`config.mk`:
```
export PLATFORM = sky130hd
export DESIGN_NAME = branch_predict_unit
export DESIGN_NICKNAME = d
export VERILOG_FILES = /design/src/rtl/lc3b_types.sv /design/src/rtl/sat_counter.sv /design/src/rtl/branch_predict_unit.sv
export SDC_FILE = /design/constraint.sdc
export NUM_CORES = 1
export LEC_CHECK = 0
export ABC_AREA = 1
export CAP_MARGIN = 5
export CORE_MARGIN = 3
export CORE_UTILIZATION = 65
export CTS_CLUSTER_DIAMETER = 200
export DETAILED_ROUTE_END_ITERATION = 8
export GPL_ROUTABILITY_DRIVEN = 0
export MAX_ROUTING_LAYER = met4
export PLACE_DENSITY = 0.88
export SLEW_MARGIN = 25
export SYNTH_ARGS = -nofsm -noshare
export SYNTH_HDL_FRONTEND = slang
export SYNTH_SLANG_ARGS = --single-unit
```
`constraint.sdc`:
```
create_clock -name clk -period 6.6 [get_ports clk]
set_input_delay 1.32 -clock clk [delete_from_list [all_inputs] [get_ports clk]]
set_output_delay 1.32 -clock clk [all_outputs]
set_load 0.02 [all_outputs]
```
`src/rtl/lc3b_types.sv`:
```
// Shared LC-3b pipeline types used by the branch predictor.
package lc3b_types;

   // Why the resolve stage squashed the younger instructions.
   typedef enum logic [1:0] {
      RR_NONE   = 2'd0,
      RR_DIR    = 2'd1,
      RR_TARGET = 2'd2
   } redirect_reason_e;

endpackage

```
`src/rtl/sat_counter.sv`:
```
// Saturating up/down counter with optional parallel load; load wins over inc/dec.
module sat_counter #(
   parameter int           W       = 2,
   parameter logic [W-1:0] RST_VAL = '0
) (
   input  logic         clk,
   input  logic         rst_n,
   input  logic         load,
   input  logic [W-1:0] load_val,
   input  logic         inc,
   input  logic         dec,
   output logic [W-1:0] value
);

   always_ff @(posedge clk or negedge rst_n) begin
      if (!rst_n)               value <= RST_VAL;
      else if (load)            value <= load_val;
      else if (inc && !(&value)) value <= value + W'(1);
      else if (dec && (|value))  value <= value - W'(1);
   end

endmodule

```
`src/rtl/branch_predict_unit.sv`:
```
// Direct-mapped dynamic branch predictor with WB-stage mispredict resolution,
// table training and saturating branch/mispredict statistics.
module branch_predict_unit
   import lc3b_types::*;
#(
   parameter int INDEX_BITS = 4,
   parameter int CNT_BITS   = 2,
   parameter int STAT_BITS  = 16
) (
   input  logic                 clk,
   input  logic                 rst_n,
   input  logic                 predict_en,
   input  logic [15:0]          fetch_pc,
   output logic                 predict_taken,
   output logic [15:0]          predict_target,
   input  logic                 resolve_valid,
   input  logic [15:0]          resolve_pc,
   input  logic [15:0]          resolve_pc_plus2,
   input  logic                 resolve_pred_taken,
   input  logic [15:0]          resolve_pred_target,
   input  logic                 resolve_taken,
   input  logic [15:0]          resolve_target,
   output logic                 flush_all,
   output logic [15:0]          redirect_pc,
   output logic [STAT_BITS-1:0] branch_count,
   output logic [STAT_BITS-1:0] mispredict_count
);

   localparam int                  TAG_BITS = 15 - INDEX_BITS;
   localparam int                  ENTRIES  = 1 << INDEX_BITS;
   localparam logic [CNT_BITS-1:0] WEAK_T   = CNT_BITS'(1) << (CNT_BITS - 1);
   localparam logic [CNT_BITS-1:0] WEAK_NT  = WEAK_T - CNT_BITS'(1);

   typedef struct packed {
      logic                valid;
      logic [TAG_BITS-1:0] tag;
      logic [CNT_BITS-1:0] cnt;
      logic [15:0]         target;
   } bpu_entry_t;

   logic [ENTRIES-1:0]                valid;
   logic [ENTRIES-1:0][TAG_BITS-1:0]  tags;
   logic [ENTRIES-1:0][CNT_BITS-1:0]  cnts;
   logic [ENTRIES-1:0][15:0]          targets;

   logic [INDEX_BITS-1:0] f_idx, r_idx;
   logic [TAG_BITS-1:0]   f_tag, r_tag;
   bpu_entry_t            f_ent, r_ent;
   logic                  f_hit, r_hit;
   redirect_reason_e      reason;

   assign f_idx = fetch_pc[INDEX_BITS:1];
   assign f_tag = fetch_pc[15:INDEX_BITS+1];
   assign r_idx = resolve_pc[INDEX_BITS:1];
   assign r_tag = resolve_pc[15:INDEX_BITS+1];

   assign f_ent = '{valid: valid[f_idx], tag: tags[f_idx], cnt: cnts[f_idx], target: targets[f_idx]};
   assign r_ent = '{valid: valid[r_idx], tag: tags[r_idx], cnt: cnts[r_idx], target: targets[r_idx]};
   assign f_hit = f_ent.valid && (f_ent.tag == f_tag);
   assign r_hit = r_ent.valid && (r_ent.tag == r_tag);

   // Prediction sees pre-edge table contents; same-cycle training lands next cycle.
   assign predict_taken  = predict_en && f_hit && f_ent.cnt[CNT_BITS-1];
   assign predict_target = f_hit ? f_ent.target : 16'h0000;

   always_comb begin
      reason = RR_NONE;
      if (resolve_valid) begin
         if (resolve_pred_taken != resolve_taken)
            reason = RR_DIR;
         else if (resolve_taken && (resolve_pred_target != resolve_target))
            reason = RR_TARGET;
      end
   end

   assign flush_all   = (reason != RR_NONE);
   assign redirect_pc = (flush_all && resolve_taken) ? resolve_target : resolve_pc_plus2;

   // Taken resolves either refresh a hit's target or allocate over the slot.
   always_ff @(posedge clk or negedge rst_n) begin
      if (!rst_n) begin
         valid   <= '0;
         tags    <= '0;
         targets <= '0;
      end else if (resolve_valid && resolve_taken) begin
         valid[r_idx]   <= 1'b1;
         tags[r_idx]    <= r_tag;
         targets[r_idx] <= resolve_target;
      end
   end

   for (genvar i = 0; i < ENTRIES; i++) begin : g_ent
      logic we;
      assign we = resolve_valid && (r_idx == INDEX_BITS'(i));
      sat_counter #(.W(CNT_BITS), .RST_VAL(WEAK_NT)) u_cnt (
         .clk      (clk),
         .rst_n    (rst_n),
         .load     (we && !r_hit && resolve_taken),
         .load_val (WEAK_T),
         .inc      (we && r_hit && resolve_taken),
         .dec      (we && r_hit && !resolve_taken),
         .value    (cnts[i])
      );
   end

   sat_counter #(.W(STAT_BITS)) u_branch_cnt (
      .clk      (clk),
      .rst_n    (rst_n),
      .load     (1'b0),
      .load_val ('0),
      .inc      (resolve_valid),
      .dec      (1'b0),
      .value    (branch_count)
   );

   sat_counter #(.W(STAT_BITS)) u_mispred_cnt (
      .clk      (clk),
      .rst_n    (rst_n),
      .load     (1'b0),
      .load_val ('0),
      .inc      (flush_all),
      .dec      (1'b0),
      .value    (mispredict_count)
   );

   // Instructions are halfword aligned, so pc[0] never selects anything.
   logic pc_lsb_unused;
   assign pc_lsb_unused = fetch_pc[0] ^ resolve_pc[0];

endmodule

```
=== After elaboration in Yosys (flattened, before gate mapping) ===
Cells that the tools add are included.

* Register bits: 512
* Input bits: 86
* Output and inout bits: 66
* Word-level logic and storage cells: 391

* Add/sub/neg operators: 34
* Order comparisons: 3
* Equal/unequal tests: 19
* Multiplexer cells: 73
* Bitwise logic cells: 1
* Reduce and logical (&&, ||, !) cells: 210

{| class="wikitable"
|+ Operator list
! kind !! count
|-
| bitwise mux 256 bit || 1
|-
| bitwise mux 176 bit || 1
|-
| logical AND 1 bit || 138
|-
| two-way mux 2 bit || 52
|-
| binary-select mux 11 bit (select 4 bit) || 2
|-
| binary-select mux 16 bit (select 4 bit) || 1
|-
| demux 16 bit (select 4 bit) || 1
|-
| two-way mux 16 bit || 4
|-
| nonzero test 3 bit || 16
|-
| demux 11 bit (select 4 bit) || 1
|-
| two-way mux 11 bit || 3
|-
| adder 16 x 1 -> 16 bit (second input constant) || 2
|-
| adder 2 x 1 -> 2 bit (second input constant) || 16
|-
| equality test 4 bit (second input constant) || 8
|-
| AND reduction 16 bit || 2
|-
| AND reduction 2 bit || 16
|-
| OR reduction 2 bit || 16
|-
| subtractor 2 x 1 -> 2 bit (second input constant) || 16
|-
| equality test 11 bit || 2
|-
| zero test 1 bit || 20
|-
| equality test 4 x 3 -> 1 bit (second input constant) || 4
|-
| != test 16 bit || 1
|-
| bitwise OR 16 bit || 1
|-
| less-than comparator 4 x 5 -> 1 bit (second input constant) || 2
|-
| 10 further kinds || 14
|}

=== Depth between registers and ports, before layout ===
* Depth in word-level cells: 10
* Mapped depth: 22
* Mapped depth without buffers: 18

=== Hierarchy ===
A second synthesis with hierarchy kept.

* Cell total of the unflattened synthesis: 4196
* Area total of the unflattened synthesis: 29594.6 um^2

{| class="wikitable"
|+ Modules (own cells, without submodules)
! module !! instances !! cells an instance !! area each (um^2)
|-
| branch_predict_unit || 1 || 3264 || 23506.3
|-
| sat_counter (g_ent[0].u_cnt ...) || 16 || 21 || 150.1
|-
| sat_counter (u_branch_cnt) || 1 || 299 || 1864.3
|-
| sat_counter (u_mispred_cnt) || 1 || 297 || 1821.7
|}

=== Worst setup path after synthesis ===
No wires, ideal clock.

* Kind: input-to-output
* From: in fetch_pc[1]
* To: out predict_target[12]
* Arrival: 3253 ps
* Data required time: 5280 ps
* Slack: 2027 ps
* Stages on the path: 11
* Buffers on the path: 6
* Path through: buf_4 > inv_2 > buf_2 > buf_2 > buf_2 > buf_2 > clkbuf_1 > a21oi_1 > a221oi_1 > o31ai_1 > nor2_1

* Cells in the longest elaborated chain, start to end: 5

{| class="wikitable"
|+ Ends and longest elaborated chain
! item !! RTL line !! text
|-
| from (decl) || branch_predict_unit.sv:13 || <nowiki>input logic [15:0] fetch_pc,</nowiki>
|-
| binary-select mux 11 bit (select 4 bit) || branch_predict_unit.sv:57 || <nowiki>assign f_ent = '{valid: valid[f_idx], tag: tags[f_idx], cnt: cnts[f_idx], target: targets[f_idx]};</nowiki>
|-
| two-way mux 11 bit (implied by the code) || branch_predict_unit.sv:57 ||
|-
| equality test 11 bit || branch_predict_unit.sv:59 || <nowiki>assign f_hit = f_ent.valid && (f_ent.tag == f_tag);</nowiki>
|-
| logical AND 1 bit || branch_predict_unit.sv:59 ||
|-
| two-way mux 16 bit * || branch_predict_unit.sv:64 || <nowiki>assign predict_target = f_hit ? f_ent.target : 16'h0000;</nowiki>
|-
| to (decl) || branch_predict_unit.sv:15 || <nowiki>output logic [15:0] predict_target,</nowiki>
|}

Every way passes the cells marked *; elsewhere a longest branch is shown, timed or not. The select of a mux whose other input is x is not followed.

=== Worst setup path after layout ===
* From: in fetch_pc[1]
* To: out predict_target[2]

Same word-level chain as after synthesis.

==> flow_metrics.tcl <==
set metrics [dict create \
    hold_violations 0 \
    finalCriticalPeriod_ns 6.140 \
    status "finished, final reports clean" \
    p_clk_frac 0.351 \
    worstPathCellList "buf_6 -> buf_4 -> o21ai_0 -> o221ai_1 -> nand3_1 -> nand2_1 -> o21ai_0 -> nor2_1 -> nand3_1 -> buf_4 -> nor2_1 -> clkdlybuf4s50_1" \
    setup_viol 0 \
    cts-root-buf "clkbuf_16" \
    cp.required_ns 5.28 \
    path_buf_inv 4 \
    initialDrtViolationCount 3795 \
    drcViolationCount 0 \
    tns_ns 0 \
    clock_latency_ns 0.63 \
    cpPeakStageDelay_ns 0.91 \
    totalWireLength_um 86460 \
    htreeDepth 2 \
    cp.arrival_ns 4.82 \
    critPathCaptureType "primary output" \
    fin_nets 3668 \
    p_int_mw 6.293 \
    clkSinkCount 512 \
    maxCapViolations 0 \
    placed_cells 4049 \
    r2r_end "u_mispred_cnt.value[5]$_DFFE_PN0P_" \
    ys_seq_area_frac 0.4772 \
    fin_ws_ns 0.4602 \
    combPwrFrac 0.191 \
    grt_pass1_vias 25940 \
    seqPwrFrac 0.459 \
    clk_pin_slew_ns 0.06 \
    finClkSkew_ns 0.01806 \
    synth_top_cell_area_share 0.4616 \
    clk_path_buf_depth 3 \
    drv_slew 0 \
    fillers 2814 \
    grt-ovfl-total 0 \
    path_delay_family "buffers and inverters" \
    synth_area_um2 26890 \
    layout_commonest_cell "nand2_1" \
    start_util 0.6675 \
    switching_share 0.3116 \
    synth_edf_count 0 \
    ys_warn_count 0 \
    cp-start-kind "primary input" \
    cts_setup_buffers 0 \
    hold_class "reg2reg" \
    design.core.area_um2 40280 \
    power-per-cell-area_nw_per_um2 301.9 \
    hold_buffers 0 \
    crit_slowest_cell "buf_4" \
    ant_nets 0 \
    use_met2 0.6039 \
    crit_start "fetch_pc[1]" \
    timing.rr.start "u_mispred_cnt.value[0]$_DFFE_PN0P_" \
    path_max_fanout 97 \
    max_slew.worst_pin.slew_ns 1.107 \
    num_vias 26900 \
    layout-drive-gt1-share 0.06402 \
    hpwl_um 50380 \
    peakVddDrop_mv 0.2860 \
    synth_area_leaders "dfrtp_1, nand2_1, o21ai_0" \
    critPathKind "in2out" \
    die_area_um2 43840 \
    synthFlopType "dfrtp_1" \
    synthArstFlopShare 1.000 \
    vias_per_cell 6.482 \
    netlist.top_cell.by_area "dfrtp_1" \
    switchingPower_mw 2.848 \
    detail_route.first_pass.iterations 8 \
    cts_buffers 54 \
    top_usage_layer "met2" \
    area_growth_pct 12.60 \
    syn_inst 3585 \
    tritoncts "done" \
    grt_usage 0.3981 \
    yosysUniqueCellTypes 43 \
    min_period_over_period 0.9303 \
    final_cell_mix "nand2_1, o21ai_0, dfrtp_1" \
    endpoint "predict_target[2]" \
    rsz0062_at_grt "false" \
    critical_path_cell_count 12 \
    placementRows 73 \
    syn_nets 3673 \
    ff2ff_setup_slack_ns 3.72 \
    p_leak_nw 14.42 \
    antenna_found_initial 1 \
    grt_pass1_wl_um 135800 \
    cts_resized 0 \
    ys_seq_elements 512 \
    syn-mean-instance-area_um2 7.500 \
    pin_count 152 \
    slew_headroom 0.2623 \
    fp.dieW_um 209.4 \
    instances_no_fill 4150 \
    max_freq_mhz 162.9 \
    use_met1 0.4875 \
    grt_use_met3 0.08490 \
    die_h_um 209.4 \
    grt_max_degree 157 \
    port_buffers 149 \
    dp_slack_ns 0.6985 \
    r2r_cells 9 \
    wl_per_cell_um 20.83 \
]
-- tightest hold or removal path: stages, from the launching register on --
cell	delay [ns]
dfrtp_1	0.33
inv_1	0.06
nand2_1	0.06
-- through the flow --
stage | cell area [um2] | utilization | hold WS [ns] | total power, mW
2_1_floorplan | 26890 | - | 0.4346 | 5.275
3_3_place_gp | 28370 | 0.7043 | 0.4477 | 5.753
3_5_place_dp | 28370 | 0.7043 | 0.4530 | 5.899
4_1_cts | 30270 | 0.7515 | 0.4676 | 9.086
5_1_grt | 30280 | 0.7516 | 0.5004 | 9.530
6_report | 30280 | 0.7516 | 0.4763 | 9.141
-- area by class of cell --
class	count	area, um2	area share
antenna	1	2.502	0.00008265
clock buffer	79	1637	0.05406
clock inverter	21	265.3	0.008761
inverter	180	683.2	0.02256
multi-input combinational	2627	12250	0.4048
sequential	512	12830	0.4239
tap	525	656.9	0.02170
timing repair buffer	205	1944	0.06422
-- worst min path at each step --
stage,start,end,cells after the start
floorplan,valid[15]$_DFFE_PN0P_,valid[15]$_DFFE_PN0P_,2
global placement,valid[11]$_DFFE_PN0P_,valid[11]$_DFFE_PN0P_,2
detailed placement,valid[15]$_DFFE_PN0P_,valid[15]$_DFFE_PN0P_,2
CTS,valid[15]$_DFFE_PN0P_,valid[15]$_DFFE_PN0P_,2
global route,targets[161]$_DFFE_PN0P_,targets[161]$_DFFE_PN0P_,2
finish,valid[15]$_DFFE_PN0P_,valid[15]$_DFFE_PN0P_,2
-- synth_stat cells, drive strengths merged (18+ instances only) --
master / number
a221oi: 56
nor2: 206
clkbuf: 175
xor2: 25
o21ai: 620
nor3: 18
a21oi: 165
o211ai: 34
dfrtp: 496
nand2: 1255
nand4: 29
buf: 91
inv: 179
nand3: 130
-- cell families (layout without fill, tap and decap cells) --
family	Yosys count	after routing	share of synthesized area
and+or+nand+nor	1659	1659	0.2504
AOI/OAI and AO/OA	923	923	0.1883
DFF	512	512	0.4772
buffers and inverters	446	485	0.06896
xor gates and xnor gates	41	41	0.01335
adders and majority gates	2	2	0.0009305
muxes	2	2	0.0007911
other	0	1	0
-- power by group through the flow --
stage / clock network, mW / logic (mW) / registers [mW]
after floorplan: 0 / 1.14 / 4.14
after global placement: 0 / 1.59 / 4.16
after detailed placement: 0 / 1.69 / 4.21
after CTS: 3.20 / 1.72 / 4.17
after global routing: 3.32 / 1.96 / 4.25
final: 3.21 / 1.74 / 4.19
-- registers in the layout, indices dropped and copies added (netlist names) --
register and count:
g_ent.u_cnt.value 32, u_mispred_cnt.value 16, valid 16, u_branch_cnt.value 16, targets 256, tags 176
-- layer usage --
layer	wire length, um	vias up
met3	10510	460
met4	6109	0
li1	-	11790
met2	39210	1982
met1	30630	12670
met5	0	-
No activity file was read; power rests on OpenSTA's default activity.
==> RTL change: new RTL, same flow settings <==
Change the parameter `STAT_BITS` from 16 to 24.
--- a/src/rtl/branch_predict_unit.sv
+++ b/src/rtl/branch_predict_unit.sv
@@ -6,5 +6,5 @@
    parameter int INDEX_BITS = 4,
    parameter int CNT_BITS   = 2,
-   parameter int STAT_BITS  = 16
+   parameter int STAT_BITS  = 24
 ) (
    input  logic                 clk,
Ports: changed (resized branch_count and mispredict_count); port bits go from 152 to 168. The function was not compared with the original's and may differ.
==> RTL change against the unedited design <==
The run now ends with design-rule violations left; power grew 2.9%; setup slack better by 0.31 ns; routed wire length fell by 2.6%; synthesized area increased by 3.8%; sequential share of layout area is 0.46 points lower; final area increased by 4.2%; critical endpoint is now predict_target[6]; sequential cell count increased by 16; sequential power is 1% higher.
==> RTL change: results (changes against the unedited design) <==
First DRT Iteration DRCs=3594 (-5.3%); Worst VDD drop=0.000316 V (+11%); HPWL after detailed placement=47500 µm (-5.6%); Total GRT Usage=38.3% (-1.5 points); initial antenna violation count=2 (+1); Worst Tran Pin Value=1.14 ns (+0.0325 ns); status=finished, violations left; DP Area=0.0296 mm² (+4.2%); Mapped Cells=3776 (+5.3%); Layout Skew=0.0110 ns (-0.00708 ns); drt via density=6.20 (-4.4%); Synth cell types=38 (-12%); Fillers=3051 (+8.4%); CP max-delay cell=clkdlybuf4s50_1; fraction of layout cells with a size suffix above 1=5.81% (-0.59 points); failing checks=design-rule violations; crit path max fanout=44 (-55%); TritonRoute pass-1 iters=9 (+1); nets=3863 (+5.3%); Crit path largest cell delay=0.64 ns (-0.27 ns); post-route insts no fill=4362 (+5.1%); sequential-to-total area share from yosys stat=47.4% (-0.30 points); Leak Pwr=15.1 nW (+4.6%); Post-synth top cells=1336 x nand2_1, 587 x o21ai_0, 512 x dfrtp_1; synth top area cells=dfrtp_1 46%, nand2_1 18%, o21ai_0 11%; Remaining DRCs=1 (+1); ys flop type=dfrtp_1; overall routed net length=84200 µm (-2.6%); PD cells=298 mW/mm² (-1.2%); largest net degree at the start of global routing=168 (+7.0%)
==> RTL change: cell type report <==
type	count	area [µm²]	area share, %
Sequential cell	528	13200	41.9
Inverter	215	817	2.59
Clock inverter	31	470	1.49
Multi-Input combinational cell	2760	12800	40.4
Timing Repair Buffer	216	2070	6.56
Antenna cell	3	7.51	0.0238
Tap cell	539	674	2.14
Clock buffer	70	1530	4.85
==> RTL change: worst paths after layout <==
path	end	cells after the start	from	slack, ns
min in group asynchronous	tags[71]$_DFFE_PN0P_	1	rst_n	0.75
max	predict_target[6]	14	fetch_pc[2]	0.77
min reg2reg	valid[11]$_DFFE_PN0P_	2	valid[11]$_DFFE_PN0P_	0.47
max in group asynchronous	u_branch_cnt.value[18]$_DFFE_PN0P_	2	rst_n	4.47
max reg2reg	u_mispred_cnt.value[15]$_DFFE_PN0P_	7	u_mispred_cnt.value[5]$_DFFE_PN0P_	3.24
min	valid[11]$_DFFE_PN0P_	2	valid[11]$_DFFE_PN0P_	0.47
==> RTL change: routing by layer <==
layer | track usage (%) | vias to the layer above | wire length [µm]
met5 | - | - | 0
met4 | 21.8 | 0 | 4810
met3 | 8.70 | 381 | 9600
met2 | 57.8 | 1702 | 38000
met1 | 48.0 | 12543 | 31800
li1 | - | 12400 | -
==> RTL change: kinds of logic after synthesis <==
kind of cell,after synthesis,share of synthesized area [%]
AO/OA/AOI/OAI,919,18.1
XOR/XNOR,56,1.76
adder cells (fa/ha/maj),2,0.0897
buffers and inverters,488,7.05
flip-flops,528,47.4
AND/OR/NAND/NOR,1783,25.6
==> RTL change: power by group <==
part | switching [W] | internal (W) | total, W
Combinational | 0.00105 | 0.000666 | 0.00172
Sequential | 0.000426 | 0.00383 | 0.00425
Clock | 0.00137 | 0.00207 | 0.00344
Total | 0.00284 | 0.00657 | 0.00941
